## src/rtl/bsg_link_bist_pkg.sv

```systemverilog
// bsg_link_bist_pkg
// Shared types for the link BIST hub. Imported by the per-channel block and the
// top level.
//   mode_e  : per-channel run-time mode (PASS / LOOP / GEN / CHECK)
//   state_e : per-channel mode-change state (RUN / DRAIN)
package bsg_link_bist_pkg;

    typedef enum logic [1:0] {
        MODE_PASS  = 2'd0,
        MODE_LOOP  = 2'd1,
        MODE_GEN   = 2'd2,
        MODE_CHECK = 2'd3
    } mode_e;

    typedef enum logic {
        ST_RUN   = 1'b0,
        ST_DRAIN = 1'b1
    } state_e;

endpackage

```

## src/rtl/bsg_link_bist_channel.sv

```systemverilog
// bsg_link_bist_two_fifo + bsg_link_bist_channel
//
// bsg_link_bist_two_fifo: 2-entry ready/valid FIFO. ready_o is "not full" and
// v_o is "not empty", both purely from registered state, so neither output
// depends combinationally on the other side's handshake.
//   v_i/data_i/ready_o : enqueue side, a push happens on v_i & ready_o
//   v_o/data_o/yumi_i  : dequeue side, a pop happens on v_o & yumi_i
//
// bsg_link_bist_channel: one hub channel. Holds the inbound FIFO A, the
// outbound FIFO B, the RUN/DRAIN mode FSM, the pattern generator, the checker
// and the saturating status counters.
//   cfg_v_i/cfg_mode_i      : mode-write strobe and requested mode
//   link_* / core_*         : ready/valid channels, a transfer is v & ready at
//                             the rising edge of clk_i
//   mode_o, busy_o          : active mode, busy_o = FSM is in DRAIN
//   locked_o                : checker has seen its first word
//   sent/recv/err_cnt_o     : saturating status counters
//   first_err_*_o           : only with BSG_LINK_BIST_FIRST_ERR_EN defined;
//                             received/expected words of the first mismatch
module bsg_link_bist_two_fifo #(
    parameter int width_p = 32
) (
    input  logic               clk_i,
    input  logic               reset_n_i,
    input  logic               v_i,
    input  logic [width_p-1:0] data_i,
    output logic               ready_o,
    output logic               v_o,
    output logic [width_p-1:0] data_o,
    input  logic               yumi_i
);
    logic [width_p-1:0] mem_r [2];
    logic               rd_ptr_r, wr_ptr_r;
    logic [1:0]         count_r;
    logic               enq, deq;

    assign ready_o = (count_r != 2'd2);
    assign v_o     = (count_r != 2'd0);
    assign data_o  = mem_r[rd_ptr_r];
    assign enq     = v_i & ready_o;
    assign deq     = yumi_i & v_o;

    always_ff @(posedge clk_i or negedge reset_n_i) begin
        if (!reset_n_i) begin
            mem_r[0] <= '0;
            mem_r[1] <= '0;
            rd_ptr_r <= 1'b0;
            wr_ptr_r <= 1'b0;
            count_r  <= 2'd0;
        end else begin
            if (enq) begin
                mem_r[wr_ptr_r] <= data_i;
                wr_ptr_r        <= ~wr_ptr_r;
            end
            if (deq) rd_ptr_r <= ~rd_ptr_r;
            case ({enq, deq})
                2'b10:   count_r <= count_r + 2'd1;
                2'b01:   count_r <= count_r - 2'd1;
                default: count_r <= count_r;
            endcase
        end
    end
endmodule

module bsg_link_bist_channel
    import bsg_link_bist_pkg::*;
#(
    parameter int          width_p     = 32,
    parameter logic [31:0] seed_p      = 32'h0000_0100,
    parameter int          cnt_width_p = 16
) (
    input  logic                   clk_i,
    input  logic                   reset_n_i,
    input  logic                   cfg_v_i,
    input  logic [1:0]             cfg_mode_i,
    input  logic                   link_v_i,
    input  logic [width_p-1:0]     link_data_i,
    output logic                   link_ready_o,
    output logic                   link_v_o,
    output logic [width_p-1:0]     link_data_o,
    input  logic                   link_ready_i,
    input  logic                   core_v_i,
    input  logic [width_p-1:0]     core_data_i,
    output logic                   core_ready_o,
    output logic                   core_v_o,
    output logic [width_p-1:0]     core_data_o,
    input  logic                   core_ready_i,
    output logic [1:0]             mode_o,
    output logic                   busy_o,
    output logic                   locked_o,
    output logic [cnt_width_p-1:0] sent_cnt_o,
    output logic [cnt_width_p-1:0] recv_cnt_o,
`ifdef BSG_LINK_BIST_FIRST_ERR_EN
    output logic                   first_err_v_o,
    output logic [width_p-1:0]     first_err_data_o,
    output logic [width_p-1:0]     first_err_exp_o,
`endif
    output logic [cnt_width_p-1:0] err_cnt_o
);
    localparam logic [width_p-1:0] seed_lp = width_p'(seed_p);

    mode_e  mode_r, mode_n, pend_r, pend_n;
    state_e state_r, state_n;

    logic               a_v_in, a_ready, a_v, a_yumi;
    logic [width_p-1:0] a_data;
    logic               b_v_in, b_ready, b_v, b_yumi;
    logic [width_p-1:0] b_data, b_data_in;

    logic [width_p-1:0]     gen_idx_r, exp_r;
    logic [cnt_width_p-1:0] sent_r, recv_r, err_r;
    logic                   locked_r;
    logic run, drain_done, gen_push, link_in_xfer, link_out_xfer, chk_word, chk_miss;

    assign run        = (state_r == ST_RUN);
    assign drain_done = (state_r == ST_DRAIN) & ~a_v & ~b_v;

    // Mode FSM: state register
    always_ff @(posedge clk_i or negedge reset_n_i) begin
        if (!reset_n_i) begin
            state_r <= ST_RUN;
            mode_r  <= MODE_PASS;
            pend_r  <= MODE_PASS;
        end else begin
            state_r <= state_n;
            mode_r  <= mode_n;
            pend_r  <= pend_n;
        end
    end

    // Mode FSM: next state. A write on the same cycle the drain completes
    // still wins, since pend_n already carries it.
    always_comb begin
        state_n = state_r;
        mode_n  = mode_r;
        pend_n  = pend_r;
        case (state_r)
            ST_RUN: begin
                if (cfg_v_i) begin
                    pend_n  = mode_e'(cfg_mode_i);
                    state_n = ST_DRAIN;
                end
            end
            ST_DRAIN: begin
                if (cfg_v_i) pend_n = mode_e'(cfg_mode_i);
                if (~a_v & ~b_v) begin
                    mode_n  = pend_n;
                    state_n = ST_RUN;
                end
            end
        endcase
    end

    // Routing. Every ready_o is built from FIFO occupancy and FSM state only,
    // and every v_o comes straight from a FIFO head, so there are no
    // combinational ready->ready or valid->valid paths. In DRAIN all inputs
    // are refused while the FIFO outputs keep draining.
    always_comb begin
        a_v_in       = 1'b0;
        a_yumi       = 1'b0;
        b_v_in       = 1'b0;
        b_yumi       = 1'b0;
        b_data_in    = core_data_i;
        link_ready_o = 1'b0;
        core_ready_o = 1'b0;
        link_v_o     = 1'b0;
        link_data_o  = '0;
        core_v_o     = 1'b0;
        core_data_o  = '0;
        case (mode_r)
            MODE_PASS: begin
                link_ready_o = run & a_ready;
                a_v_in       = link_v_i & run;
                core_v_o     = a_v;
                core_data_o  = a_data;
                a_yumi       = core_ready_i;
                core_ready_o = run & b_ready;
                b_v_in       = core_v_i & run;
                link_v_o     = b_v;
                link_data_o  = b_data;
                b_yumi       = link_ready_i;
            end
            MODE_LOOP: begin
                link_ready_o = run & a_ready;
                a_v_in       = link_v_i & run;
                link_v_o     = a_v;
                link_data_o  = a_data;
                a_yumi       = link_ready_i;
            end
            MODE_GEN: begin
                b_v_in      = run;
                b_data_in   = seed_lp + gen_idx_r;
                link_v_o    = b_v;
                link_data_o = b_data;
                b_yumi      = link_ready_i;
            end
            MODE_CHECK: begin
                link_ready_o = run;
            end
        endcase
    end

    bsg_link_bist_two_fifo #(.width_p(width_p)) u_fifo_a (
        .clk_i(clk_i), .reset_n_i(reset_n_i),
        .v_i(a_v_in), .data_i(link_data_i), .ready_o(a_ready),
        .v_o(a_v), .data_o(a_data), .yumi_i(a_yumi)
    );

    bsg_link_bist_two_fifo #(.width_p(width_p)) u_fifo_b (
        .clk_i(clk_i), .reset_n_i(reset_n_i),
        .v_i(b_v_in), .data_i(b_data_in), .ready_o(b_ready),
        .v_o(b_v), .data_o(b_data), .yumi_i(b_yumi)
    );

    assign gen_push      = (mode_r == MODE_GEN) & run & b_ready;
    assign link_in_xfer  = link_v_i & link_ready_o;
    assign link_out_xfer = link_v_o & link_ready_i;
    assign chk_word      = link_in_xfer & (mode_r == MODE_CHECK);
    assign chk_miss      = chk_word & locked_r & (link_data_i != exp_r);

    // Counters, generator index and checker state; all restart when a
    // drain completes. Every received word resyncs the expectation.
    always_ff @(posedge clk_i or negedge reset_n_i) begin
        if (!reset_n_i) begin
            sent_r    <= '0;
            recv_r    <= '0;
            err_r     <= '0;
            locked_r  <= 1'b0;
            exp_r     <= '0;
            gen_idx_r <= '0;
        end else if (drain_done) begin
            sent_r    <= '0;
            recv_r    <= '0;
            err_r     <= '0;
            locked_r  <= 1'b0;
            exp_r     <= '0;
            gen_idx_r <= '0;
        end else begin
            if (link_out_xfer && mode_r == MODE_GEN && sent_r != '1)
                sent_r <= sent_r + cnt_width_p'(1);
            if (link_in_xfer && recv_r != '1) recv_r <= recv_r + cnt_width_p'(1);
            if (chk_miss && err_r != '1) err_r <= err_r + cnt_width_p'(1);
            if (chk_word) begin
                locked_r <= 1'b1;
                exp_r    <= link_data_i + width_p'(1);
            end
            if (gen_push) gen_idx_r <= gen_idx_r + width_p'(1);
        end
    end

`ifdef BSG_LINK_BIST_FIRST_ERR_EN
    logic               fe_v_r;
    logic [width_p-1:0] fe_data_r, fe_exp_r;

    always_ff @(posedge clk_i or negedge reset_n_i) begin
        if (!reset_n_i) begin
            fe_v_r    <= 1'b0;
            fe_data_r <= '0;
            fe_exp_r  <= '0;
        end else if (drain_done) begin
            fe_v_r    <= 1'b0;
            fe_data_r <= '0;
            fe_exp_r  <= '0;
        end else if (chk_miss && !fe_v_r) begin
            fe_v_r    <= 1'b1;
            fe_data_r <= link_data_i;
            fe_exp_r  <= exp_r;
        end
    end

    assign first_err_v_o    = fe_v_r;
    assign first_err_data_o = fe_data_r;
    assign first_err_exp_o  = fe_exp_r;
`endif

    assign mode_o     = mode_r;
    assign busy_o     = (state_r == ST_DRAIN);
    assign locked_o   = locked_r;
    assign sent_cnt_o = sent_r;
    assign recv_cnt_o = recv_r;
    assign err_cnt_o  = err_r;
endmodule

```

## src/rtl/bsg_link_bist_hub.sv

```systemverilog
// bsg_link_bist_hub
// Per-channel traffic hub between N link-side and N core-side ready/valid
// channels. Each channel runs PASS, LOOP, GEN or CHECK independently; see
// bsg_link_bist_channel. All per-channel ports are flattened, channel i
// occupying slice [i*w +: w] of each bus.
//   clk_i, reset_n_i (async, active-low)
//   cfg_v_i[N], cfg_mode_i[2N]         : mode writes
//   link_v_i/link_data_i/link_ready_o  : inbound from link
//   link_v_o/link_data_o/link_ready_i  : outbound to link
//   core_v_i/core_data_i/core_ready_o  : inbound from core
//   core_v_o/core_data_o/core_ready_i  : outbound to core
//   mode_o[2N], busy_o[N], locked_o[N], sent/recv/err_cnt_o[N*cnt]
// Optional: define BSG_LINK_BIST_FIRST_ERR_EN to add first_err_v_o,
// first_err_data_o and first_err_exp_o.
module bsg_link_bist_hub
    import bsg_link_bist_pkg::*;
#(
    parameter int          width_p        = 32,
    parameter int          num_channels_p = 4,
    parameter logic [31:0] seed_p         = 32'h0000_0100,
    parameter int          cnt_width_p    = 16
) (
    input  logic                                clk_i,
    input  logic                                reset_n_i,
    input  logic [num_channels_p-1:0]           cfg_v_i,
    input  logic [2*num_channels_p-1:0]         cfg_mode_i,
    input  logic [num_channels_p-1:0]           link_v_i,
    input  logic [num_channels_p*width_p-1:0]   link_data_i,
    output logic [num_channels_p-1:0]           link_ready_o,
    output logic [num_channels_p-1:0]           link_v_o,
    output logic [num_channels_p*width_p-1:0]   link_data_o,
    input  logic [num_channels_p-1:0]           link_ready_i,
    input  logic [num_channels_p-1:0]           core_v_i,
    input  logic [num_channels_p*width_p-1:0]   core_data_i,
    output logic [num_channels_p-1:0]           core_ready_o,
    output logic [num_channels_p-1:0]           core_v_o,
    output logic [num_channels_p*width_p-1:0]   core_data_o,
    input  logic [num_channels_p-1:0]           core_ready_i,
    output logic [2*num_channels_p-1:0]         mode_o,
    output logic [num_channels_p-1:0]           busy_o,
    output logic [num_channels_p-1:0]           locked_o,
    output logic [num_channels_p*cnt_width_p-1:0] sent_cnt_o,
    output logic [num_channels_p*cnt_width_p-1:0] recv_cnt_o,
`ifdef BSG_LINK_BIST_FIRST_ERR_EN
    output logic [num_channels_p-1:0]           first_err_v_o,
    output logic [num_channels_p*width_p-1:0]   first_err_data_o,
    output logic [num_channels_p*width_p-1:0]   first_err_exp_o,
`endif
    output logic [num_channels_p*cnt_width_p-1:0] err_cnt_o
);
    for (genvar i = 0; i < num_channels_p; i++) begin : g_ch
        bsg_link_bist_channel #(
            .width_p(width_p), .seed_p(seed_p), .cnt_width_p(cnt_width_p)
        ) u_ch (
            .clk_i       (clk_i),
            .reset_n_i   (reset_n_i),
            .cfg_v_i     (cfg_v_i[i]),
            .cfg_mode_i  (cfg_mode_i[2*i +: 2]),
            .link_v_i    (link_v_i[i]),
            .link_data_i (link_data_i[i*width_p +: width_p]),
            .link_ready_o(link_ready_o[i]),
            .link_v_o    (link_v_o[i]),
            .link_data_o (link_data_o[i*width_p +: width_p]),
            .link_ready_i(link_ready_i[i]),
            .core_v_i    (core_v_i[i]),
            .core_data_i (core_data_i[i*width_p +: width_p]),
            .core_ready_o(core_ready_o[i]),
            .core_v_o    (core_v_o[i]),
            .core_data_o (core_data_o[i*width_p +: width_p]),
            .core_ready_i(core_ready_i[i]),
            .mode_o      (mode_o[2*i +: 2]),
            .busy_o      (busy_o[i]),
            .locked_o    (locked_o[i]),
            .sent_cnt_o  (sent_cnt_o[i*cnt_width_p +: cnt_width_p]),
            .recv_cnt_o  (recv_cnt_o[i*cnt_width_p +: cnt_width_p]),
`ifdef BSG_LINK_BIST_FIRST_ERR_EN
            .first_err_v_o   (first_err_v_o[i]),
            .first_err_data_o(first_err_data_o[i*width_p +: width_p]),
            .first_err_exp_o (first_err_exp_o[i*width_p +: width_p]),
`endif
            .err_cnt_o   (err_cnt_o[i*cnt_width_p +: cnt_width_p])
        );
    end
endmodule

```

## config.mk

```make
export PLATFORM = sky130hd
export DESIGN_NAME = bsg_link_bist_hub
export DESIGN_NICKNAME = d
export VERILOG_FILES = /design/src/rtl/bsg_link_bist_pkg.sv /design/src/rtl/bsg_link_bist_channel.sv /design/src/rtl/bsg_link_bist_hub.sv
export SDC_FILE = /design/constraint.sdc
export NUM_CORES = 2
export LEC_CHECK = 0
export BUFFER_PORTS_ARGS = -buffer_cell sky130_fd_sc_hd__buf_2
export CAP_MARGIN = 10
export CORE_UTILIZATION = 50
export CTS_CLUSTER_SIZE = 30
export DETAILED_ROUTE_END_ITERATION = 7
export GPL_TIMING_DRIVEN = 0
export PLACE_DENSITY = 0.79
export SYNTH_ARGS = -nofsm -noshare
export SYNTH_HDL_FRONTEND = slang
export SYNTH_SLANG_ARGS = --single-unit
```

## constraint.sdc

```tcl
create_clock -name clk_i -period 2.25 [get_ports clk_i]
set_input_delay 0.675 -clock clk_i [delete_from_list [all_inputs] [get_ports clk_i]]
set_output_delay 0.675 -clock clk_i [all_outputs]
set_load 0.005 [all_outputs]
```

* Word level (Yosys, flattened, before mapping)
Cells that the tools add are included.
Operators by class: $add $sub $neg 40, magnitude comparators 24, equality and inequality tests 52, muxes and demuxes 164, bitwise operators 116, reductions and logical operators 76
Operators by type and width (number):
- 32-bit two-way mux | 56
- 64-bit bitwise mux | 8
- 16-bit two-way mux | 24
- 32-bit by 1-bit adder with 32-bit output, second input constant | 8
- 32-bit demux with 1-bit select | 8
- 32-bit one-hot mux with 2 select lines | 4
- 16-bit by 1-bit adder with 16-bit output, second input constant | 12
- 16-bit != test, second input constant | 12
- 9-bit by 32-bit adder with 32-bit output, first input constant | 4
- 32-bit != test | 4
- 1-bit AND | 72
- 2-bit nonzero test | 36
- 1-bit one-hot mux with 2 select lines | 20
- 2-bit == test, second input constant | 16
- 2-bit greater-or-equal comparator, second input constant | 16
- 1-bit two-way mux | 32
- 1-bit inverter with 2-bit output | 16
- 2-bit one-hot mux with 2 select lines | 8
- 1-bit inverter | 28
- 2-bit by 1-bit == test with 1-bit output, second input constant | 12
- 1-bit logical AND | 24
- 2-bit by 1-bit adder with 2-bit output, second input constant | 8
- 2-bit by 1-bit < comparator with 1-bit output, second input constant | 8
- 2-bit != test, second input constant | 8
- other kinds (5) | 28
Storage, ports and cells: flip-flop bits (word level) 1016, input port bits 286, output and inout bits 480, logic and storage cells 548

* Depth between registers and ports, before layout
depth in word-level cells 10, depth in mapped cells 9, mapped depth without buffers 7

* Hierarchy
From an unflattened synthesis, not the netlist that was laid out.
Second synthesis, totals: cells, all modules 5325, area, all modules 57295.0 um^2
Modules (own cells, without submodules):
- bsg_link_bist_two_fifo | times used 8, cells each 189, area an instance 3274.4 um^2, sequential area each 1701.6 um^2
- bsg_link_bist_channel (g_ch[2].u_ch ...) | times used 2, cells each 959, area an instance 7776.2 um^2, sequential area each 2952.8 um^2
- bsg_link_bist_channel (g_ch[1].u_ch) | times used 1, cells each 954, area an instance 7780.0 um^2, sequential area each 2952.8 um^2
- bsg_link_bist_channel (g_ch[0].u_ch) | times used 1, cells each 941, area an instance 7767.4 um^2, sequential area each 2952.8 um^2

* Worst setup path after synthesis
OpenSTA, ideal clock, no wires.
kind input to register, start in link_data_i[91], end reg g_ch[2].u_ch.err_r[7], setup time 78 ps, data arrival time 2284 ps, data required time 2172 ps, slack -112 ps, stages 9, buffers on the path 3, cells stage by stage clkbuf_1 xor2_1 nor4_1 nand4_1 nor2_1 clkbuf_1 buf_2 o21ai_0 a21oi_1
On the way: cells in the longest elaborated chain, start to end 4
Ends and longest elaborated chain:
- from (decl) | RTL line bsg_link_bist_hub.sv:28 | input logic [num_channels_p*width_p-1:0] link_data_i,
- 32-bit != test | RTL line bsg_link_bist_channel.sv:219 | assign chk_miss = chk_word & locked_r & (link_data_i != exp_r);
- 1-bit AND | RTL line bsg_link_bist_channel.sv:219
- 1-bit logical AND | RTL line bsg_link_bist_channel.sv:242 | if (chk_miss && err_r != '1) err_r <= err_r + cnt_width_p'(1);
- 2-bit nonzero test (no source line)
- to (signal assigned) | RTL line bsg_link_bist_channel.sv:242
- to (decl) | RTL line bsg_link_bist_channel.sv:111 | logic [cnt_width_p-1:0] sent_r, recv_r, err_r;
No other way between the ends. A chain may end at the register's enable or synchronous reset.

* Worst setup path after layout
start reg g_ch[0].u_ch.u_fifo_a.rd_ptr_r, end out link_data_o[30]
On the way: cells in the longest elaborated chain, start to end 5
Ends and longest elaborated chain:
- from (decl) | RTL line bsg_link_bist_channel.sv:33 | logic rd_ptr_r, wr_ptr_r;
- from (signal assigned) | RTL line bsg_link_bist_channel.sv:55 | if (deq) rd_ptr_r <= ~rd_ptr_r;
- 1-bit inverter with 2-bit output (implied by the code) | RTL line bsg_link_bist_channel.sv:39 | assign data_o = mem_r[rd_ptr_r];
- 32-bit two-way mux (implied by the code) (3 in a row) | RTL line bsg_link_bist_channel.sv:39
- 32-bit one-hot mux with 2 select lines | RTL line bsg_link_bist_channel.sv:170 | case (mode_r)
- to (decl) | RTL line bsg_link_bist_hub.sv:31 | output logic [num_channels_p*width_p-1:0] link_data_o,
No other way between the ends. The select of a mux whose other input is x is not followed.

==> flow_summary.ini <==
[grt]
first_global_vias = 47900
grt_usage_pct = 35.3
grt_max_degree = 171
antenna_found_initial = 47
grt_remaining_overflow = 0
grt_pass1_wl_mm = 291

[floorplan]
die_w_um = 328
dieArea_um2 = 108000
fp.dieH_um = 328
ioPinCount = 766
start_util_pct = 50.5
rows = 119
coreArea_um2 = 105000

[timing]
slew_headroom_pct = 24.2
timing.final.ws_setup_ps = -660
hold_violations = 64
tightestPinTransition_ps = 1140
period_needed_ps = 2910
worst_hold_slack_ps = -125
rsz0062_at_grt = true
period_share_pct = 129
setup_viol = 410
drv_slew = 0
fmax_mhz = 344
skew_ps = 39.1

[power]
p_sw_uw = 39900
p_int_uw = 57700
comb_power_share_pct = 48.8
clockPowerShare_pct = 19.9
power-per-cell-area_nw_per_um2 = 1350
sw_frac_of_total_pct = 40.9
seqPwrFrac_pct = 31.4
p_leak_uw = 0.0324
ir_drop_uv = 1180

[detailed_routing]
first_iter_violations = 6105
wl_per_cell_um = 26.7
antenna_left = 0
dr.pass1.iters = 8
viasPerCell = 6.39
drt_drc_violations_left = 0
num_vias = 51100
postRouteWirelength_mm = 214

[critical_path]
crit_path_max_fanout = 9
r2r-start = g_ch[3].u_ch.mode_o[1]$_DFFE_PN0P_
path_class = reg -> out
cp.arrival_ps = 2240
cp-start-kind = register
crit_required_ps = 1570
startpoint = g_ch[0].u_ch.u_fifo_a.rd_ptr_r$_DFFE_PN0P_
critPathCaptureType = primary output

[clock_network]
cts_max_level = 3
clock-sinks = 1016
cts_buffers = 108
clkTransAtPathRegs_ps = 60
clk_path_buf_depth = 3
root_buffer = clkbuf_16
cts_tree = done
clkLatencyLatePin_ps = 720

[synthesis]
synth-edff-count = 0
syn-instance-count = 5440
synth_seq_cells = 1016
async_flop_share_pct = 100
synth.distinct_cells = 67
synth_warnings = 0
synth-main-ff-cell = dfrtp_1
syn_area_per_cell_um2 = 9.77
synth_seq_area_share_pct = 47.9
synth_area_um2 = 53100
synth_fp_nets = 5758

[cells_and_area]
final_cell_area_um2 = 72200
drive_above_1_share_pct = 36.1
regArea_um2 = 25500
multi_input_area_um2 = 31500
syn_to_final_growth_pct = 35.8
fin_nets = 6806
n_fill_cell = 6948

[placement]
place_area_um2 = 58700
gp_congestion = 1.01
place_hpwl_mm = 135
port-buffer-count = 719
dp_slack_ps = -1480

[run_status]
violations = negative hold slack, negative setup slack
run_status = finished with violations

[worst_hold_path]
hp-class = in -> async

[job]
drv_cap = 0
## layout by cell type, fill, tap and decap left out, drive strengths merged, types with 5 or more instances in the layout
cell type	instances
o22ai	159
or2	12
and3	93
o31ai	30
nor3b	8
mux2i	323
o21a	5
xnor2	176
nand2	610
o21ai	327
ha	32
nand2b	27
a22o	55
buf	1069
bufinv	13
diode	30
a211oi	5
o211ai	13
nor3	75
nand4	130
or4	18
xor2	400
nand3	285
nor4	58
dfrtp	1016
a21oi	96
a31oi	5
mux2	289
nor2	601
and2	23
or3	54
nor2b	17
inv	42
clkinv	27
and4	42
clkbuf	400
## power groups by stage
stage | clock (uW) | combinational (uW) | sequential, uW
3_5_place_dp | 0 | 28800 | 28300
3_3_place_gp | 0 | 28200 | 28000
6_report | 19400 | 47600 | 30600
5_1_grt | 20100 | 49100 | 31100
2_1_floorplan | 0 | 17400 | 27300
4_1_cts | 19200 | 40700 | 29600
## worst max-delay path, stage by stage, from the launching register on
cell and delay [ps]:
dfrtp_2 380, buf_12 170, buf_4 140, buf_4 170, mux2i_4 380, o22ai_1 120, buf_2 140
## logic make-up (layout without fill, tap and decap cells)
family                   after synthesis  count (layout)  synth area share, %
adder cells (fa/ha/maj)               32              32                0.754
other                                  0              30                    0
buffers and inverters                418            1556                 3.23
AND/OR/NAND/NOR                     2063            2066                 18.3
AO/OA/AOI/OAI                        723             723                 8.12
XOR/XNOR                             576             576                 9.50
flip-flops                          1016            1016                 47.9
multiplexers                         612             612                 12.2
## worst paths after layout
kind | endpoint | slack (ps) | depth (start not counted)
max in group asynchronous | g_ch[3].u_ch.gen_idx_r[16]$_DFFE_PN0P_ | 460 | 4
max | link_data_o[30] | -660 | 6
min in group clk_i | g_ch[2].u_ch.pend_r[0]$_DFF_PN0_ | 240 | 2
min reg2reg | g_ch[3].u_ch.u_fifo_b.mem_r[36]$_DFFE_PN0P_ | 490 | 2
min | g_ch[1].u_ch.recv_cnt_o[8]$_DFFE_PN0P_ | -130 | 1
max reg2reg | g_ch[3].u_ch.err_cnt_o[5]$_DFFE_PN0P_ | -360 | 9
## through the flow
step                      TNS (ps)  total power, uW  cells  util (%)
after global routing       -151010           100000   7990      68.5
after detailed placement   -720110            57100   7556      55.8
after global placement           -            56200   7550      55.6
after CTS                  -131390            89500   7884      65.8
after floorplan              -18.7            44700   5440         -
final                      -140020            97600   8002      68.5
## state kept, by name, indices dropped and copies added (netlist names), 64 cells and up
| register | cells |
|---|---|
| g_ch.u_ch.u_fifo_b.mem_r | 256 |
| g_ch.u_ch.gen_idx_r | 128 |
| g_ch.u_ch.recv_cnt_o | 64 |
| g_ch.u_ch.err_cnt_o | 64 |
| g_ch.u_ch.sent_cnt_o | 64 |
| g_ch.u_ch.u_fifo_a.mem_r | 256 |
| g_ch.u_ch.exp_r | 128 |
## layer usage
layer  up-vias  GRT usage [%]  wire length, um
li1      21100              -                -
met1     25000           42.1            73700
met2      3777           55.7            95800
met3      1177           9.37            25000
met4        34           24.4            19300
met5         -              0              230
## area by class of cell
| type | instances | area share, % |
|---|---|---|
| sequential | 1016 | 35.3 |
| buffer | 324 | 3.67 |
| clock inverter | 45 | 0.834 |
| clock buffer | 158 | 4.45 |
| inverter | 41 | 0.213 |
| tap | 1391 | 2.41 |
| timing repair buffer | 988 | 9.39 |
| antenna | 30 | 0.104 |
| multi-input combinational | 4009 | 43.6 |
## cells in the mapped netlist, drive strengths merged (3+ instances only)
cell type,n,area [um2]
a2111oi,3,57.6
nand2,610,2290
o22ai,159,995
buf,102,529
a21oi,96,484
o31ai,30,225
a31oi,5,31.3
or4,18,139
nor4,58,420
nand3,285,1440
xnor2,176,1540
mux2,289,3250
o21a,5,37.5
or2,9,56.3
o2111ai,4,35.0
or3,54,338
nor2b,17,106
nand4b,4,35.0
and2,23,144
a311oi,4,35.0
nor3,75,408
and4,42,368
inv,41,154
o211ai,13,97.6
dfrtp,1016,25400
a211oi,5,42.5
nor2,601,2260
and3,93,582
mux2i,323,3230
a22o,55,482
o31a,4,35.0
ha,32,400
nand4,130,820
clkbuf,275,1030
o21ai,327,1640
nor3b,8,60.1
xor2,400,3500
nand2b,27,169
## repair_timing
action | 4_1_cts | 5_1_grt
endpoints found under the setup margin | 1266 | 1183
endpoints found under the hold margin | 77 | 34
cloned | 37 | 10
pin swaps | 129 | 165
buffers inserted | 118 | 113
gates resized for setup | 1120 | 580
Note: power is estimated with default switching activity, not from simulation.
